<file path="src/rtl/dcache_pkg.sv">
`default_nettype none
// ============================================================================
// Module  : dcache_pkg
// Brief   : Shared types and helpers for the data-cache miss controller.
// Revision: 1.0 - initial release
// ============================================================================
package dcache_pkg;

    localparam int BEATS     = 8;
    localparam int BEAT_BITS = 3;
    localparam int OFF_BITS  = 3;
    localparam int LINE_BITS = BEAT_BITS + OFF_BITS;

    localparam logic [2:0] SIZE_D = 3'b011;

    typedef enum logic [2:0] {
        S_IDLE     = 3'd0,
        S_GRANT    = 3'd1,
        S_WB       = 3'd2,
        S_FILL_REQ = 3'd3,
        S_FILL     = 3'd4,
        S_STORE    = 3'd5,
        S_DONE     = 3'd6
    } miss_state_t;

    typedef struct packed {
        logic [63:0] addr;
        logic        write;
        logic [2:0]  size;
        logic [63:0] wdata;
    } miss_req_t;

    function automatic logic [63:0] line_addr(input logic [63:0] a);
        line_addr = {a[63:LINE_BITS], {LINE_BITS{1'b0}}};
    endfunction

endpackage
`default_nettype wire

</file>
<file path="src/rtl/miss_req_arb.sv">
`default_nettype none
// ============================================================================
// Module  : miss_req_arb
// Brief   : Fixed-priority lane grant, request latch and same-line load merge.
// Revision: 1.0 - initial release
// ============================================================================
module miss_req_arb
    import dcache_pkg::*;
(
    input  logic        clk,
    input  logic        rst,
    input  logic        i_latch,
    input  logic        i_miss1,
    input  logic [63:0] i_addr1,
    input  logic        i_write1,
    input  logic [2:0]  i_size1,
    input  logic [63:0] i_wdata1,
    input  logic        i_miss2,
    input  logic [63:0] i_addr2,
    input  logic        i_write2,
    input  logic [2:0]  i_size2,
    input  logic [63:0] i_wdata2,
    output miss_req_t   o_req,
    output logic        o_lane2,
    output logic        o_merged,
    output logic        o_any
);

    miss_req_t r_req;
    logic      r_lane2;
    logic      r_merged;
    logic      w_merge;

    assign o_any   = i_miss1 | i_miss2;
    // Two loads to the same line are serviced by one fill; lane 1 owns the grant.
    assign w_merge = i_miss1 & i_miss2 & ~i_write1 & ~i_write2 &
                     (line_addr(i_addr1) == line_addr(i_addr2));

    always_ff @(posedge clk) begin
        if (rst) begin
            r_req    <= '0;
            r_lane2  <= 1'b0;
            r_merged <= 1'b0;
        end else if (i_latch && o_any) begin
            if (i_miss1) begin
                r_req   <= '{addr: i_addr1, write: i_write1, size: i_size1, wdata: i_wdata1};
                r_lane2 <= 1'b0;
            end else begin
                r_req   <= '{addr: i_addr2, write: i_write2, size: i_size2, wdata: i_wdata2};
                r_lane2 <= 1'b1;
            end
            r_merged <= w_merge;
        end
    end

    assign o_req    = r_req;
    assign o_lane2  = r_lane2;
    assign o_merged = r_merged;

endmodule
`default_nettype wire

</file>
<file path="src/rtl/dcache_miss_ctrl.sv">
`default_nettype none
// ============================================================================
// Module  : dcache_miss_ctrl
// Brief   : Dual-lane data-cache miss controller: writeback, line fill, store.
// Revision: 1.0 - initial release
// ============================================================================
module dcache_miss_ctrl
    import dcache_pkg::*;
(
    input  logic                 clk,
    input  logic                 reset,
    input  logic                 miss1,
    input  logic [63:0]          addr1,
    input  logic                 write1,
    input  logic [2:0]           size1,
    input  logic [63:0]          wdata1,
    input  logic                 miss2,
    input  logic [63:0]          addr2,
    input  logic                 write2,
    input  logic [2:0]           size2,
    input  logic [63:0]          wdata2,
    output logic                 done1,
    output logic                 done2,
    output logic                 busy,
    input  logic                 victim_dirty,
    input  logic [63:0]          victim_addr,
    output logic [BEAT_BITS-1:0] victim_beat,
    input  logic [63:0]          victim_rdata,
    output logic                 bus_req,
    output logic                 bus_write,
    output logic [63:0]          bus_addr,
    output logic [2:0]           bus_size,
    output logic [63:0]          bus_wdata,
    input  logic                 bus_ready,
    input  logic                 bus_rvalid,
    input  logic [63:0]          bus_rdata,
    output logic                 fill_we,
    output logic [63:0]          fill_addr,
    output logic [BEAT_BITS-1:0] fill_beat,
    output logic [63:0]          fill_data
);

    localparam logic [BEAT_BITS-1:0] BEAT_LAST = BEAT_BITS'(BEATS - 1);

    miss_state_t          r_state;
    logic [BEAT_BITS-1:0] r_cnt;
    logic [63:0]          r_victim;
    logic                 r_fill_we;
    logic [BEAT_BITS-1:0] r_fill_beat;
    logic [63:0]          r_fill_data;
    logic [63:0]          r_fill_addr;

    miss_req_t w_req;
    logic      w_lane2;
    logic      w_merged;
    logic      w_any;
    logic      w_idle;

    assign w_idle = (r_state == S_IDLE);

    miss_req_arb u_arb (
        .clk      (clk),
        .rst      (reset),
        .i_latch  (w_idle),
        .i_miss1  (miss1),
        .i_addr1  (addr1),
        .i_write1 (write1),
        .i_size1  (size1),
        .i_wdata1 (wdata1),
        .i_miss2  (miss2),
        .i_addr2  (addr2),
        .i_write2 (write2),
        .i_size2  (size2),
        .i_wdata2 (wdata2),
        .o_req    (w_req),
        .o_lane2  (w_lane2),
        .o_merged (w_merged),
        .o_any    (w_any)
    );

    always_ff @(posedge clk) begin
        if (reset) begin
            r_state     <= S_IDLE;
            r_cnt       <= '0;
            r_victim    <= '0;
            r_fill_we   <= 1'b0;
            r_fill_beat <= '0;
            r_fill_data <= '0;
            r_fill_addr <= '0;
        end else begin
            r_fill_we <= 1'b0;
            case (r_state)
                S_IDLE: begin
                    if (w_any) r_state <= S_GRANT;
                end
                S_GRANT: begin
                    r_cnt <= '0;
                    if (w_req.write) begin
                        r_state <= S_STORE;
                    end else if (victim_dirty) begin
                        r_victim <= victim_addr;
                        r_state  <= S_WB;
                    end else begin
                        r_state <= S_FILL_REQ;
                    end
                end
                S_WB: begin
                    if (bus_ready) begin
                        r_cnt <= r_cnt + BEAT_BITS'(1);
                        if (r_cnt == BEAT_LAST) r_state <= S_FILL_REQ;
                    end
                end
                S_FILL_REQ: begin
                    if (bus_ready) begin
                        r_cnt   <= '0;
                        r_state <= S_FILL;
                    end
                end
                S_FILL: begin
                    if (bus_rvalid) begin
                        r_fill_we   <= 1'b1;
                        r_fill_beat <= r_cnt;
                        r_fill_data <= bus_rdata;
                        r_fill_addr <= line_addr(w_req.addr);
                        r_cnt       <= r_cnt + BEAT_BITS'(1);
                    end
                    // Leave only once the final beat has actually been written.
                    if (r_fill_we && (r_fill_beat == BEAT_LAST)) r_state <= S_DONE;
                end
                S_STORE: begin
                    if (bus_ready) r_state <= S_DONE;
                end
                S_DONE: begin
                    r_state <= S_IDLE;
                end
                default: begin
                    r_state <= S_IDLE;
                end
            endcase
        end
    end

    always_comb begin
        bus_req     = 1'b0;
        bus_write   = 1'b0;
        bus_addr    = '0;
        bus_size    = '0;
        bus_wdata   = '0;
        victim_beat = '0;
        case (r_state)
            S_WB: begin
                bus_req     = 1'b1;
                bus_write   = 1'b1;
                bus_addr    = r_victim + {{(64-LINE_BITS){1'b0}}, r_cnt, {OFF_BITS{1'b0}}};
                bus_size    = SIZE_D;
                bus_wdata   = victim_rdata;
                victim_beat = r_cnt;
            end
            S_FILL_REQ: begin
                bus_req  = 1'b1;
                bus_addr = line_addr(w_req.addr);
                bus_size = SIZE_D;
            end
            S_STORE: begin
                bus_req   = 1'b1;
                bus_write = 1'b1;
                bus_addr  = w_req.addr;
                bus_size  = w_req.size;
                bus_wdata = w_req.wdata;
            end
            default: ;
        endcase
    end

    assign done1     = (r_state == S_DONE) & (~w_lane2 | w_merged);
    assign done2     = (r_state == S_DONE) & (w_lane2 | w_merged);
    assign busy      = ~w_idle;
    assign fill_we   = r_fill_we;
    assign fill_beat = r_fill_beat;
    assign fill_data = r_fill_data;
    assign fill_addr = r_fill_addr;

endmodule
`default_nettype wire
</file>
<file path="config.mk">
export PLATFORM = sky130hd
export DESIGN_NAME = dcache_miss_ctrl
export DESIGN_NICKNAME = d
export VERILOG_FILES = /design/src/rtl/dcache_pkg.sv /design/src/rtl/miss_req_arb.sv /design/src/rtl/dcache_miss_ctrl.sv
export SDC_FILE = /design/constraint.sdc
export NUM_CORES = 1
export LEC_CHECK = 0
export BUFFER_PORTS_ARGS = -buffer_cell sky130_fd_sc_hd__buf_2
export CAP_MARGIN = 20
export CORE_AREA = 2 2 289 291
export DETAILED_ROUTE_END_ITERATION = 16
export DIE_AREA = 0 0 291 293
export MAX_ROUTING_LAYER = met4
export PLACE_DENSITY = 0.53
export SLEW_MARGIN = 0
export SYNTH_ARGS = -nofsm -noshare
export SYNTH_HDL_FRONTEND = slang
export SYNTH_SLANG_ARGS = --single-unit
</file>
<file path="constraint.sdc">
create_clock -name clk -period 4.6 [get_ports clk]
set_input_delay 0.92 -clock clk [delete_from_list [all_inputs] [get_ports clk]]
set_output_delay 0.92 -clock clk [all_outputs]
set_load 0.05 [all_outputs]
</file>
==> load_flow_metrics.sql <==
INSERT INTO impl_metrics (metric_group, metric, value, unit) VALUES
('status', 'outcome', 'finished, final reports clean', ''),
('timing', 'setup_tns', '0', 'ps'),
('global_routing', 'globalRouteTotalUtil', '0.194', ''),
('synthesis', 'yosys_most_used_dff', 'sky130_fd_sc_hd__dfxtp_1', ''),
('finish', 'layout-drive-gt1-share', '0.316', ''),
('timing', 'max_slew.worst_pin.slew', '1000', 'ps'),
('power', 'power_density', '413', 'mW/mm²'),
('placed_design', 'placedCellCount', '3728', ''),
('placed_design', 'buffer_ports.inserted', '727', ''),
('placed_design', 'place.gp.congestion', '0.881', ''),
('routing', 'vias', '17689', ''),
('global_routing', 'grt_use_met3', '0.0384', ''),
('global_routing', 'global_routing_met2_resource_utilization', '0.321', ''),
('timing', 'timing.final.max_slew_violations', '0', ''),
('timing', 'final-setup-viol-count', '0', ''),
('clock_tree', 'clk_root_buffer_cell', 'sky130_fd_sc_hd__clkbuf_16', ''),
('clock_tree', 'clk_pin_slew', '60', 'ps'),
('synthesis', 'netlist-cell-type-count', '64', ''),
('routing', 'antenna_left', '0', ''),
('routing', 'dr.first_iter.drc_count', '1115', ''),
('global_routing', 'grt_overflow_total', '0', ''),
('clock_tree', 'tritoncts_clock_tree', 'yes', ''),
('routing', 'avgViaCountPerCell', '4.63', ''),
('global_routing', 'grtUsageMet1', '0.245', ''),
('synthesis', 'synth_commonest_cells', '446 x sky130_fd_sc_hd__nand2_1, 330 x sky130_fd_sc_hd__dfxtp_1, 203 x sky130_fd_sc_hd__a21oi_1', ''),
('finish', 'postLayoutCoreUtil', '0.279', ''),
('synthesis', 'total_number_of_yosys_warnings', '0', ''),
('floorplan', 'chipHeight', '293', 'µm'),
('synthesis', 'synthesis.instances', '2062', ''),
('setup_path', 'worst-path-max-fanout', '9', ''),
('floorplan', 'floorplan.die_area', '0.0853', 'mm²'),
('synthesis', 'synth_most_common_cell', 'sky130_fd_sc_hd__nand2_1', ''),
('clock_tree', 'numClockSinks', '330', ''),
('timing', 'slew-limit-headroom', '0.330', ''),
('setup_path', 'worstPathArrival', '3400', 'ps'),
('setup_path', 'startpoint_type', 'register', ''),
('global_routing', 'antenna_found_initial', '19', ''),
('synthesis', 'synth.top_cell.area_share', '0.402', ''),
('setup_path', 'critical_path.slowest_cell', 'sky130_fd_sc_hd__or3_4', ''),
('synthesis', 'post_synth_main_area_contributors', 'sky130_fd_sc_hd__dfxtp_1 40%, sky130_fd_sc_hd__nand2_1 10%, sky130_fd_sc_hd__mux2i_1 8.3%, sky130_fd_sc_hd__a21oi_1 6.2%, sky130_fd_sc_hd__a211oi_1 6.2%', ''),
('setup_path', 'slowest_delay', '500', 'ps'),
('placed_design', 'place_worst_setup_slack', '682', 'ps'),
('setup_path', 'type_of_the_worst_setup_path', 'reg2out', ''),
('finish', 'finish.cell_count_without_fillers', '3821', ''),
('timing', 'timing.final.crit_share', '0.939', ''),
('synthesis', 'synth_seq_area_share', '0.402', ''),
('timing', 'finalWorstSetupSlack', '278', 'ps'),
('floorplan', 'fp-row-count', '105', ''),
('routing', 'drt_first_pass_iters', '5', ''),
('clock_tree', 'clkLatencyLatePin', '590', 'ps'),
('timing', 'clock-skew-final', '29.7', 'ps'),
('finish', 'syn2layout_area_growth', '38.9', '%'),
('synthesis', 'post_synthesis_cell_area', '0.0164', 'mm²'),
('synthesis', 'yosysTopAreaCell', 'sky130_fd_sc_hd__dfxtp_1', ''),
('floorplan', 'core_area', '0.0818', 'mm²'),
('setup_path', 'critical_path_required', '3680', 'ps'),
('finish', 'finalNetCount', '3173', ''),
('power', 'p_leak', '9.79', 'nW'),
('global_routing', 'grt_start_max_net_pins', '133', ''),
('routing', 'drt-total-wl', '83.9', 'mm'),
('clock_tree', 'cts_max_level', '2', ''),
('clock_tree', 'tritoncts.num_buffers', '44', ''),
('setup_path', 'critical_path.cell_chain', 'inv_1 > fa_1 > nor2b_1 > o21bai_1 > or3_4 > buf_4 > o311ai_0 > nand3_1 > buf_2', ''),
('routing', 'avgRoutedWirePerCell', '22.0', 'µm'),
('clock_tree', 'holdBufCountCts', '0', ''),
('placed_design', 'post-dp-hpwl', '64.1', 'mm'),
('clock_tree', 'ctsLongestPathBuffers', '3', ''),
('hold_path', 'timing.hold.worst.class', 'reg2reg', ''),
('clock_tree', 'post-cts-setup-buffers', '0', ''),
('global_routing', 'via_count_of_the_first_global_routing_pass', '16877', ''),
('setup_path', 'endpoint_kind', 'primary output', '');
==> metal layers <==
layer / up-vias / wire length, µm
met5: - / 0
met4: 0 / 1690
met3: 96 / 5440
met2: 678 / 40000
met1: 8310 / 36800
li1: 8605 / -
==> worst paths after layout <==
check	start	slack, ps	endpoint	depth (start not counted)
hold / removal	fill_data[3]	450	fill_data[3]	2
setup / recovery	r_cnt[1]	280	bus_addr[63]	9
setup reg to reg	r_state[2]	1920	fill_data[6]	6
hold reg to reg	fill_data[3]	450	fill_data[3]	2
==> placed cells by master, fill, tap and decap left out, types with 4 or more instances in the layout <==
| master | netlist | routed |
|---|---|---|
| sky130_fd_sc_hd__diode_2 | 0 | 11 |
| sky130_fd_sc_hd__clkinv_4 | 0 | 4 |
| sky130_fd_sc_hd__buf_4 | 6 | 34 |
| sky130_fd_sc_hd__dfxtp_1 | 330 | 330 |
| sky130_fd_sc_hd__ha_1 | 5 | 5 |
| sky130_fd_sc_hd__and4_1 | 8 | 8 |
| sky130_fd_sc_hd__o211ai_1 | 17 | 17 |
| sky130_fd_sc_hd__and2_1 | 7 | 7 |
| sky130_fd_sc_hd__xor2_1 | 7 | 7 |
| sky130_fd_sc_hd__nor4_1 | 19 | 19 |
| sky130_fd_sc_hd__buf_2 | 22 | 725 |
| sky130_fd_sc_hd__xnor2_1 | 76 | 76 |
| sky130_fd_sc_hd__clkinv_2 | 0 | 4 |
| sky130_fd_sc_hd__buf_12 | 0 | 9 |
| sky130_fd_sc_hd__inv_1 | 17 | 17 |
| sky130_fd_sc_hd__a211oi_1 | 135 | 135 |
| sky130_fd_sc_hd__mux2i_1 | 136 | 136 |
| sky130_fd_sc_hd__nor3_1 | 28 | 26 |
| sky130_fd_sc_hd__a32oi_1 | 19 | 19 |
| sky130_fd_sc_hd__bufinv_16 | 0 | 5 |
| sky130_fd_sc_hd__o21ai_0 | 32 | 32 |
| sky130_fd_sc_hd__clkbuf_1 | 127 | 9 |
| sky130_fd_sc_hd__conb_1 | 1 | 6 |
| sky130_fd_sc_hd__o311ai_0 | 4 | 4 |
| sky130_fd_sc_hd__and3_1 | 8 | 8 |
| sky130_fd_sc_hd__clkbuf_16 | 0 | 44 |
| sky130_fd_sc_hd__nand2_1 | 446 | 446 |
| sky130_fd_sc_hd__nand4_1 | 35 | 35 |
| sky130_fd_sc_hd__a21oi_1 | 203 | 202 |
| sky130_fd_sc_hd__clkbuf_8 | 0 | 12 |
| sky130_fd_sc_hd__nand3_1 | 61 | 59 |
| sky130_fd_sc_hd__nor2_1 | 160 | 159 |
| sky130_fd_sc_hd__a22o_1 | 70 | 70 |
==> sequential cells by signal, indices dropped and copies added (netlist names) <==
register / count
r_victim: 64
fill_data: 64
fill_beat: 3
fill_addr: 58
u_arb.o_merged: 1
r_cnt: 3
u_arb.o_lane2: 1
u_arb.o_req: 132
r_state: 3
fill_we: 1
==> critical path, delay by kind of cell (launching register included) <==
family,cells,cell delay (ps)
and+or+nand+nor,3,860
AOI/OAI and AO/OA,2,480
DFF,1,410
buffers and inverters,3,570
adders and majority gates,1,470
==> metrics by stage <==
| step | instance area (µm²) | total power [W] |
|---|---|---|
| 2_1_floorplan | 16400 | 0.00489 |
| 3_3_place_gp | 21200 | 0.00579 |
| 3_5_place_dp | 21200 | 0.00581 |
| 4_1_cts | 22800 | 0.00958 |
| 5_1_grt | 22800 | 0.00989 |
| 6_report | 22800 | 0.00943 |
==> layout make-up <==
| type | instances | area [µm²] |
|---|---|---|
| diodes | 11 | 27.5 |
| clock buffers | 64 | 1290 |
| clock inverters | 18 | 269 |
| fillers | 8925 | 59000 |
| inverters | 17 | 63.8 |
| multi-input cells | 1541 | 9120 |
| flip-flops and latches | 330 | 6610 |
| well taps | 1070 | 1340 |
| repair buffers | 770 | 4090 |
==> cells by family (layout without fill, tap and decap cells) <==
logic type | Yosys count | count (layout) | share of synthesized area
compound gates | 500 | 500 | 0.201
xor+xnor | 83 | 83 | 0.0443
fa+ha+maj | 6 | 6 | 0.00503
buf+inv | 196 | 869 | 0.0480
flops | 330 | 330 | 0.402
mux | 137 | 137 | 0.0836
other cells | 1 | 17 | 0.000228
simple gates | 809 | 809 | 0.216
==> power breakdown <==
part	leakage, nW	switching, W	internal, W
registers	2.70	0.000327	0.00319
clock network	0.760	0.00147	0.00224
logic	6.34	0.00150	0.000701
total	9.79	0.00329	0.00613
==> timing repair <==
| item | CTS | global route |
|---|---|---|
| endpoints found under the hold margin | 0 | 0 |
| setup endpoints to repair | 0 | 2 |
| gates resized for setup | 0 | 1 |
(Power assumes the default switching activity.)
